File: config.mk
export PLATFORM = sky130hd
export DESIGN_NAME = entropy_src_enable_ctrl_flat
export DESIGN_NICKNAME = d
export VERILOG_FILES = /design/src/rtl/caliptra_prim_mubi_pkg.sv /design/src/rtl/entropy_src_enable_ctrl_pkg.sv /design/src/rtl/entropy_src_enable_ctrl_if.sv /design/src/rtl/entropy_src_enable_ctrl.sv /design/src/flat_wrapper.sv
export SDC_FILE = /design/constraint.sdc
export NUM_CORES = 1
export LEC_CHECK = 0
export CORE_ASPECT_RATIO = 1.1
export CORE_UTILIZATION = 48
export CTS_CLUSTER_SIZE = 8
export DETAILED_ROUTE_END_ITERATION = 8
export GPL_TIMING_DRIVEN = 0
export PLACE_DENSITY = 0.77
export SLEW_MARGIN = 15
export SYNTH_ARGS = -nofsm -noshare
export SYNTH_HDL_FRONTEND = slang
export SYNTH_SLANG_ARGS = --single-unit
export TNS_END_PERCENT = 1
File: constraint.sdc
create_clock -name clk_i -period 1.95 [get_ports clk_i]
set_input_delay 0.39 -clock clk_i [delete_from_list [all_inputs] [get_ports clk_i]]
set_output_delay 0.39 -clock clk_i [all_outputs]
set_load 0.05 [all_outputs]
File: src/rtl/caliptra_prim_mubi_pkg.sv
// Multi-bit boolean (mubi4) encodings and strict decode helpers.
// Only the strict true/false values are valid. Every other 4-bit pattern is invalid,
// so a single bit flip cannot turn "off" into "on".
package caliptra_prim_mubi_pkg;

   typedef enum logic [3:0] {
      MuBi4True  = 4'h6,
      MuBi4False = 4'h9
   } mubi4_t;

   function automatic logic mubi4_test_true_strict(logic [3:0] val);
      return val == MuBi4True;
   endfunction

   function automatic logic mubi4_test_false_strict(logic [3:0] val);
      return val == MuBi4False;
   endfunction

   function automatic logic mubi4_test_invalid(logic [3:0] val);
      return !mubi4_test_true_strict(val) && !mubi4_test_false_strict(val);
   endfunction

endpackage

File: src/rtl/entropy_src_enable_ctrl_pkg.sv
// Shared entropy_src definitions used by the enable-lifecycle controller.
// It holds the controller state encoding, which is also exposed on the debug CSR,
// and the default cycle counts.
package entropy_src_enable_ctrl_pkg;

   localparam int unsigned ClrCyclesDefault    = 2;
   localparam int unsigned DrainTimeoutDefault = 64;

   typedef enum logic [2:0] {
      StIdle    = 3'd0,
      StClear   = 3'd1,
      StActive  = 3'd2,
      StDrain   = 3'd3,
      StQuiesce = 3'd4,
      StRearm   = 3'd5
   } enable_ctrl_state_e;

endpackage

File: src/rtl/entropy_src_enable_ctrl_if.sv
// Signal bundle between the register block / core side and entropy_src_enable_ctrl.
//   sw_enable_i      mubi4 module enable from the register block
//   delayed_enable_i high while the enable-delay pipeline is still draining
//   sha3_busy_i      conditioner processing or absorbing
//   sha3_done_i      mubi4 conditioner done pulse
//   err_clr_i        software clear of the sticky drain-timeout error
//   core_enable_o    enable to the core and the enable-delay logic
//   clr_o            datapath/FSM clear to the core
//   busy_o           controller is not idle
//   drain_timeout_o  sticky: the drain was cut short by timeout
//   mubi_err_o       one-cycle pulse: sw_enable_i is not a valid mubi4 value
//   state_o          current controller state, for the debug CSR
// The master modport drives requests; the slave modport is the controller.
interface entropy_src_enable_ctrl_if;
   logic [3:0] sw_enable_i;
   logic       delayed_enable_i;
   logic       sha3_busy_i;
   logic [3:0] sha3_done_i;
   logic       err_clr_i;
   logic       core_enable_o;
   logic       clr_o;
   logic       busy_o;
   logic       drain_timeout_o;
   logic       mubi_err_o;
   logic [2:0] state_o;

   modport master (
      output sw_enable_i, delayed_enable_i, sha3_busy_i, sha3_done_i, err_clr_i,
      input  core_enable_o, clr_o, busy_o, drain_timeout_o, mubi_err_o, state_o
   );

   modport slave (
      input  sw_enable_i, delayed_enable_i, sha3_busy_i, sha3_done_i, err_clr_i,
      output core_enable_o, clr_o, busy_o, drain_timeout_o, mubi_err_o, state_o
   );
endinterface

File: src/rtl/entropy_src_enable_ctrl.sv
// Enable lifecycle sequencer for entropy_src_core.
// On enable it clears the datapath for ClrCycles cycles, then asserts core enable.
// On disable it drops core enable, then waits for the delay pipeline and SHA3 to go
// quiet, bounded by DrainTimeout. It then issues one final clear and enforces a
// one-cycle off-time before returning to idle.
// Ports:
//   clk_i    clock
//   rst_i    synchronous active-high reset
//   ctrl_if  slave side of entropy_src_enable_ctrl_if (requests in, enable/clear/status out)
// All outputs are registered.
module entropy_src_enable_ctrl
   import entropy_src_enable_ctrl_pkg::*;
   import caliptra_prim_mubi_pkg::*;
#(
   parameter int unsigned ClrCycles    = ClrCyclesDefault,
   parameter int unsigned DrainTimeout = DrainTimeoutDefault
) (
   input logic                      clk_i,
   input logic                      rst_i,
   entropy_src_enable_ctrl_if.slave ctrl_if
);

   localparam int unsigned     TmrW      = $clog2(DrainTimeout + 1);
   localparam logic [TmrW-1:0] ClrLoad   = TmrW'(ClrCycles - 1);
   localparam logic [TmrW-1:0] DrainLoad = TmrW'(DrainTimeout - 1);

   enable_ctrl_state_e state_q, state_d;
   logic [TmrW-1:0]    tmr_q, tmr_d;

   logic core_enable_q, core_enable_d;
   logic clr_q, clr_d;
   logic busy_q, busy_d;
   logic drain_timeout_q, drain_timeout_d;
   logic mubi_err_q, mubi_err_d;

   logic en_req;
   logic drained;
   logic tmr_zero;
   logic timeout_set;

   // Any encoding other than strict true counts as a disable request.
   assign en_req   = mubi4_test_true_strict(ctrl_if.sw_enable_i);
   // A done pulse in the same cycle means the conditioner has just finished.
   assign drained  = !ctrl_if.delayed_enable_i &&
                     (!ctrl_if.sha3_busy_i || mubi4_test_true_strict(ctrl_if.sha3_done_i));
   assign tmr_zero = (tmr_q == '0);

   // State, timer and output registers.
   always_ff @(posedge clk_i) begin
      if (rst_i) begin
         state_q         <= StIdle;
         tmr_q           <= '0;
         core_enable_q   <= 1'b0;
         clr_q           <= 1'b0;
         busy_q          <= 1'b0;
         drain_timeout_q <= 1'b0;
         mubi_err_q      <= 1'b0;
      end else begin
         state_q         <= state_d;
         tmr_q           <= tmr_d;
         core_enable_q   <= core_enable_d;
         clr_q           <= clr_d;
         busy_q          <= busy_d;
         drain_timeout_q <= drain_timeout_d;
         mubi_err_q      <= mubi_err_d;
      end
   end

   // Next state and timer. The timer only decrements on paths where it is known to be
   // non-zero, so it never wraps.
   always_comb begin
      state_d     = state_q;
      tmr_d       = tmr_q;
      timeout_set = 1'b0;
      case (state_q)
         StIdle: begin
            if (en_req) begin
               state_d = StClear;
               tmr_d   = ClrLoad;
            end
         end
         StClear: begin
            // The clear always runs to completion, even if the request drops.
            if (tmr_zero) begin
               state_d = StActive;
            end else begin
               tmr_d = tmr_q - TmrW'(1);
            end
         end
         StActive: begin
            if (!en_req) begin
               state_d = StDrain;
               tmr_d   = DrainLoad;
            end
         end
         StDrain: begin
            // A clean drain takes priority over a timeout in the same cycle.
            if (drained) begin
               state_d = StQuiesce;
            end else if (tmr_zero) begin
               state_d     = StQuiesce;
               timeout_set = 1'b1;
            end else begin
               tmr_d = tmr_q - TmrW'(1);
            end
         end
         StQuiesce: state_d = StRearm;
         StRearm:   state_d = StIdle;
         default:   state_d = StIdle;
      endcase
   end

   // Outputs are decoded from the next state so the registered copies line up with state_q.
   always_comb begin
      core_enable_d   = (state_d == StActive);
      clr_d           = (state_d == StClear) || (state_d == StQuiesce);
      busy_d          = (state_d != StIdle);
      // Setting the error wins over a software clear in the same cycle.
      drain_timeout_d = timeout_set || (drain_timeout_q && !ctrl_if.err_clr_i);
      mubi_err_d      = mubi4_test_invalid(ctrl_if.sw_enable_i);
   end

   assign ctrl_if.core_enable_o   = core_enable_q;
   assign ctrl_if.clr_o           = clr_q;
   assign ctrl_if.busy_o          = busy_q;
   assign ctrl_if.drain_timeout_o = drain_timeout_q;
   assign ctrl_if.mubi_err_o      = mubi_err_q;
   assign ctrl_if.state_o         = state_q;

endmodule

File: src/flat_wrapper.sv
// flat-port wrapper written by rule: the top's interface ports become plain ports
module entropy_src_enable_ctrl_flat import entropy_src_enable_ctrl_pkg::*; import caliptra_prim_mubi_pkg::*;
#(
   parameter int unsigned ClrCycles    = ClrCyclesDefault,
   parameter int unsigned DrainTimeout = DrainTimeoutDefault
)
  (clk_i, rst_i, ctrl_if_sw_enable_i, ctrl_if_delayed_enable_i, ctrl_if_sha3_busy_i, ctrl_if_sha3_done_i, ctrl_if_err_clr_i, ctrl_if_core_enable_o, ctrl_if_clr_o, ctrl_if_busy_o, ctrl_if_drain_timeout_o, ctrl_if_mubi_err_o, ctrl_if_state_o);
  entropy_src_enable_ctrl_if ctrl_if_i ();
  input logic clk_i;
  input logic rst_i;
  input wire logic [$bits(ctrl_if_i.sw_enable_i)-1:0] ctrl_if_sw_enable_i;
  input wire logic [$bits(ctrl_if_i.delayed_enable_i)-1:0] ctrl_if_delayed_enable_i;
  input wire logic [$bits(ctrl_if_i.sha3_busy_i)-1:0] ctrl_if_sha3_busy_i;
  input wire logic [$bits(ctrl_if_i.sha3_done_i)-1:0] ctrl_if_sha3_done_i;
  input wire logic [$bits(ctrl_if_i.err_clr_i)-1:0] ctrl_if_err_clr_i;
  output wire logic [$bits(ctrl_if_i.core_enable_o)-1:0] ctrl_if_core_enable_o;
  output wire logic [$bits(ctrl_if_i.clr_o)-1:0] ctrl_if_clr_o;
  output wire logic [$bits(ctrl_if_i.busy_o)-1:0] ctrl_if_busy_o;
  output wire logic [$bits(ctrl_if_i.drain_timeout_o)-1:0] ctrl_if_drain_timeout_o;
  output wire logic [$bits(ctrl_if_i.mubi_err_o)-1:0] ctrl_if_mubi_err_o;
  output wire logic [$bits(ctrl_if_i.state_o)-1:0] ctrl_if_state_o;
  assign ctrl_if_i.sw_enable_i = ctrl_if_sw_enable_i;
  assign ctrl_if_i.delayed_enable_i = ctrl_if_delayed_enable_i;
  assign ctrl_if_i.sha3_busy_i = ctrl_if_sha3_busy_i;
  assign ctrl_if_i.sha3_done_i = ctrl_if_sha3_done_i;
  assign ctrl_if_i.err_clr_i = ctrl_if_err_clr_i;
  assign ctrl_if_core_enable_o = ctrl_if_i.core_enable_o;
  assign ctrl_if_clr_o = ctrl_if_i.clr_o;
  assign ctrl_if_busy_o = ctrl_if_i.busy_o;
  assign ctrl_if_drain_timeout_o = ctrl_if_i.drain_timeout_o;
  assign ctrl_if_mubi_err_o = ctrl_if_i.mubi_err_o;
  assign ctrl_if_state_o = ctrl_if_i.state_o;
  entropy_src_enable_ctrl #(.ClrCycles(ClrCycles), .DrainTimeout(DrainTimeout)) u_core (.clk_i(clk_i), .rst_i(rst_i), .ctrl_if(ctrl_if_i));
endmodule
==> summary.txt, run 1 <==
Power and ir drop
  – Maximum VDD drop: 0.510 mV
  – PD cells: 698 nW/um^2
  – P_leak: 0.000471 uW

Placed design
  – Placer Congestion: 0.840
  – PortBufs: 20
  – Post-place instance area: 1120 um^2
  – Post-DP HPWL: 1650 um

CTS
  – CTS Buf Count: 3
  – TritonCTS clock tree: built
  – Clock-pin slew on the worst setup and hold paths: 90 ps
  – Clock buffer depth: 2
  – H-tree levels: 1
  – Clk sink count: 15
  – Clk_lat worst skew: 290 ps
  – Cts hold-fix bufs: 0
  – CTS Root Cell: clkbuf_4

Worst setup path
  – Startpoint Class: flip-flop
  – Setup CP Type: reg -> reg
  – Worst setup endpoint: u_core.ctrl_if.clr_o
  – Worst flop-to-flop path endpoint: u_core.ctrl_if.clr_o
  – R2R depth: 7
  – Data arrival time of the critical path: 2070 ps
  – Crit. End Element: flip-flop
  – Slowest stage delay, CP: roughly 420 ps
  – CP Cell Sequence: inv_1 -> ha_4 -> or3b_4 -> nor3_4 -> buf_4 -> nor3_1 -> a2111oi_1
  – CP Buf/Inv Count: 2
  – Slowest cell on the critical path: or3b_4
  – Top Family by Delay on Critical Path: simple AND/OR/NAND/NOR gates
  – Setup slack, reg-to-reg: 50 ps
  – Crit. Startpoint: u_core.tmr_q[1]
  – Crit path max fanout: 4
  – Worst r2r src: u_core.tmr_q[1]
  – Worst path depth: 7
  – Worst Path Required: 2120 ps

Final layout
  – Final Instance Area: 1200 um^2
  – Ant. Diodes: 0
  – Commonest non-fill, non-tap cells in the layout: clkdlybuf4s50_1 (18), dfxtp_1 (15), nor2_1 (12)
  – Share of layout cells above drive strength 1: 13.2%
  – Final nets: 151
  – # fillers: 135
  – Most common cell after layout, fill and taps aside: clkdlybuf4s50_1
  – Area occupied by multi-input gates: 578 um^2
  – P&R area growth vs syn: 32.7%
  – Register area: 300 um^2

Timing
  – Final hold vios: 0
  – Unrepaired setup endpoints after global routing: yes
  – Fin crit share: 97.4%
  – Max Freq: 527 MHz
  – Slew Limit Fails: 0
  – Clock Skew: 1.00 ps
  – Fin crit period: about 1900 ps
  – Slew at the pin closest to its max-slew limit: between 400 and 500 ps
  – Setup TNS: 0 ps
  – Relative slew slack: 66.9%
  – Hold Slack: 475 ps
  – Final setup fails: 0

Synth
  – Sequential area share after synthesis: 33.3%
  – Fraction of synthesized area in multiplexers: ~2.2%
  – Avg Cell Area, Syn: 8.20 um^2
  – Synth cell types: 40
  – Simple-gate share of the synthesized area: 34.0%
  – Post-synth top area cell: dfxtp_1
  – Post-synth top area share: ~33%
  – Mapped Area: about 900 um^2
  – Post-synthesis adder-cell area fraction: around 1.4%
  – Synth warn: 0
  – Largest cells by area after synthesis: dfxtp_1 (33%), a21oi_1 (5.0%), nor2_1 (5.0%), o21ai_0 (3.3%), a211o_1 (2.9%)
  – Synth Area in XOR/XNOR: 1.94%
  – Yosys reg bits: 15
  – Syn Nets: ~120
  – Compound-gate portion of the synthesized area: 21.8%
  – Largest family of logic cells by synthesized area: simple AND/OR/NAND/NOR gates
  – Syn Inst Count: 110

Drt
  – Initial drt markers: 40
  – Vias per cell: 6.06
  – Via count: 933
  – DRC: 2
  – Wire length per cell: between 10 and 15 um
  – Drt first pass iters: 6
  – Routed WL: 2260 um
  – DRT antenna net count: 0

Outcome
  – Failing checks: design-rule violations
  – Outcome: finished with violations

Global route
  – Largest net degree at the start of global routing: 11
  – Initial antenna violation count: 0
  – Gr usage total: 24.5%
  – Vias in the first global route: about 800
  – First-pass GRT wire length: around 3700 um
  – Remaining global-route overflow: 0

Die
  – DIE HEIGHT: 47.5 um
  – DIE AREA: slightly above 2000 um^2
  – Starting density of the core: 50.6%
  – CORE AREA: 1780 um^2
  – Die X: 43.3 um
  – I/O Pins: 21
  – Row count: 16

Flow run
  – Max-cap violations: 0

Min path
  – Worst min-delay path category: reg -> reg
[cell type report]
class | instances | area share [%]
buffer | 7 | 2.61
clock buffer | 4 | 2.19
inverter | 5 | 1.57
multi-input combinational | 83 | 48.3
sequential | 15 | 25.1
tap | 18 | 1.88
timing repair buffer | 22 | 18.4
[worst min-delay path by stage]
stage / cells after the start / slack [ps] / to / from
final: 2 / 470 / u_core.ctrl_if.drain_timeout_o / u_core.ctrl_if.drain_timeout_o
after global routing: 2 / 530 / u_core.ctrl_if.drain_timeout_o / u_core.ctrl_if.drain_timeout_o
after CTS: 2 / 480 / u_core.ctrl_if.drain_timeout_o / u_core.ctrl_if.drain_timeout_o
after detailed placement: 2 / 470 / u_core.ctrl_if.drain_timeout_o / u_core.ctrl_if.drain_timeout_o
after global placement: 2 / 460 / u_core.ctrl_if.drain_timeout_o / u_core.ctrl_if.drain_timeout_o
after floorplan: 1 / 450 / u_core.tmr_q[3] / u_core.tmr_q[3]
[sequential cells by signal, summed over array words and instances (netlist names)]
| name | flops |
|---|---|
| u_core.ctrl_if.state_o | 3 |
| u_core.ctrl_if.mubi_err_o | 1 |
| u_core.tmr_q | 7 |
| u_core.ctrl_if.drain_timeout_o | 1 |
| u_core.ctrl_if.clr_o | 1 |
| u_core.ctrl_if.core_enable_o | 1 |
| u_core.ctrl_if.busy_o | 1 |
[cells in the mapped netlist, drive strengths merged]
| cell type | count |
|---|---|
| a22o | 1 |
| or3b | 2 |
| a31oi | 1 |
| nor2 | 12 |
| nor4 | 5 |
| clkbuf | 3 |
| or3 | 1 |
| o211ai | 1 |
| a22oi | 2 |
| a211oi | 3 |
| nand4b | 1 |
| nor4b | 1 |
| nor2b | 2 |
| a21oi | 9 |
| a2111oi | 1 |
| a31o | 1 |
| o21a | 2 |
| inv | 5 |
| or2 | 3 |
| ha | 1 |
| nand2b | 4 |
| dfxtp | 15 |
| xnor2 | 2 |
| nand2 | 5 |
| mux2i | 2 |
| nor4bb | 1 |
| o21ai | 6 |
| and4bb | 1 |
| nor3b | 2 |
| nand4bb | 1 |
| nor3 | 7 |
| a211o | 3 |
| buf | 4 |
[per-layer routing]
layer	GRT usage (%)	vias up	share of wire, %
li1	-	457	-
met2	40.3	37	48
met5	0	-	0
met3	3.40	7	5.5
met1	33.2	432	44
met4	9.38	0	2.0
[power by group]
| group | leakage [uW] | internal (uW) | switching [uW] |
|---|---|---|---|
| clock | 0.0000150 | 79.7 | 105 |
| sequential | 0.000122 | 324 | 12.1 |
| combinational | 0.000335 | 138 | 176 |
[repair_timing]
action                                  4_1_cts  5_1_grt
gates resized for setup                       0        9
buffers inserted                              0        2
endpoints found under the setup margin        0        8
[kinds of logic (layout without fill, tap and decap cells)]
kind of cell / after synthesis / after routing
xor gates and xnor gates: 2 / 2
buffers and inverters: 12 / 38
muxes: 2 / 2
and+or+nand+nor: 48 / 48
adders and majority gates: 1 / 1
AOI/OAI and AO/OA: 30 / 30
DFF: 15 / 15
[metrics by stage]
stage | util, % | power [uW] | instances | setup WS (ps)
finish | 67.2 | 836 | 154 | 50.8
global route | 67.2 | 873 | 154 | -1.73
CTS | 64.6 | 796 | 152 | 25.7
detailed placement | 63.1 | 613 | 148 | -171
global placement | 63.1 | 607 | 148 | -135
floorplan | - | 530 | 110 | 24.8
[worst reg2reg max path: cells and delay by family (launching register included)]
family	cells	cell delay, ps
AO/OA/AOI/OAI	1	370
buffers and inverters	2	250
adder cells (fa/ha/maj)	1	150
AND/OR/NAND/NOR	3	690
flip-flops	1	330
Note: power is estimated with default switching activity, not from simulation.
==> inputs of run 2 (changes only) <==
--- a/config.mk
+++ b/config.mk
@@ -9,6 +9,7 @@
 export CORE_UTILIZATION = 48
 export CTS_CLUSTER_SIZE = 8
 export DETAILED_ROUTE_END_ITERATION = 8
+export GPL_ROUTABILITY_DRIVEN = 0
 export GPL_TIMING_DRIVEN = 0
 export PLACE_DENSITY = 0.77
 export SLEW_MARGIN = 15
==> results of run 2 <==
The final DEF is identical to that of run 1; final timing and power are the same.
==> inputs of run 3 (changes only) <==
--- a/config.mk
+++ b/config.mk
@@ -11,6 +11,7 @@
 export DETAILED_ROUTE_END_ITERATION = 8
 export GPL_ROUTABILITY_DRIVEN = 0
 export GPL_TIMING_DRIVEN = 0
+export MAX_ROUTING_LAYER = met4
 export PLACE_DENSITY = 0.77
 export SLEW_MARGIN = 15
 export SYNTH_ARGS = -nofsm -noshare
==> results of run 3 <==
The final DEF is identical to that of run 1; final timing and power are the same.
Main changes from that run: overall routing resource usage 24.5% -> 25.3%
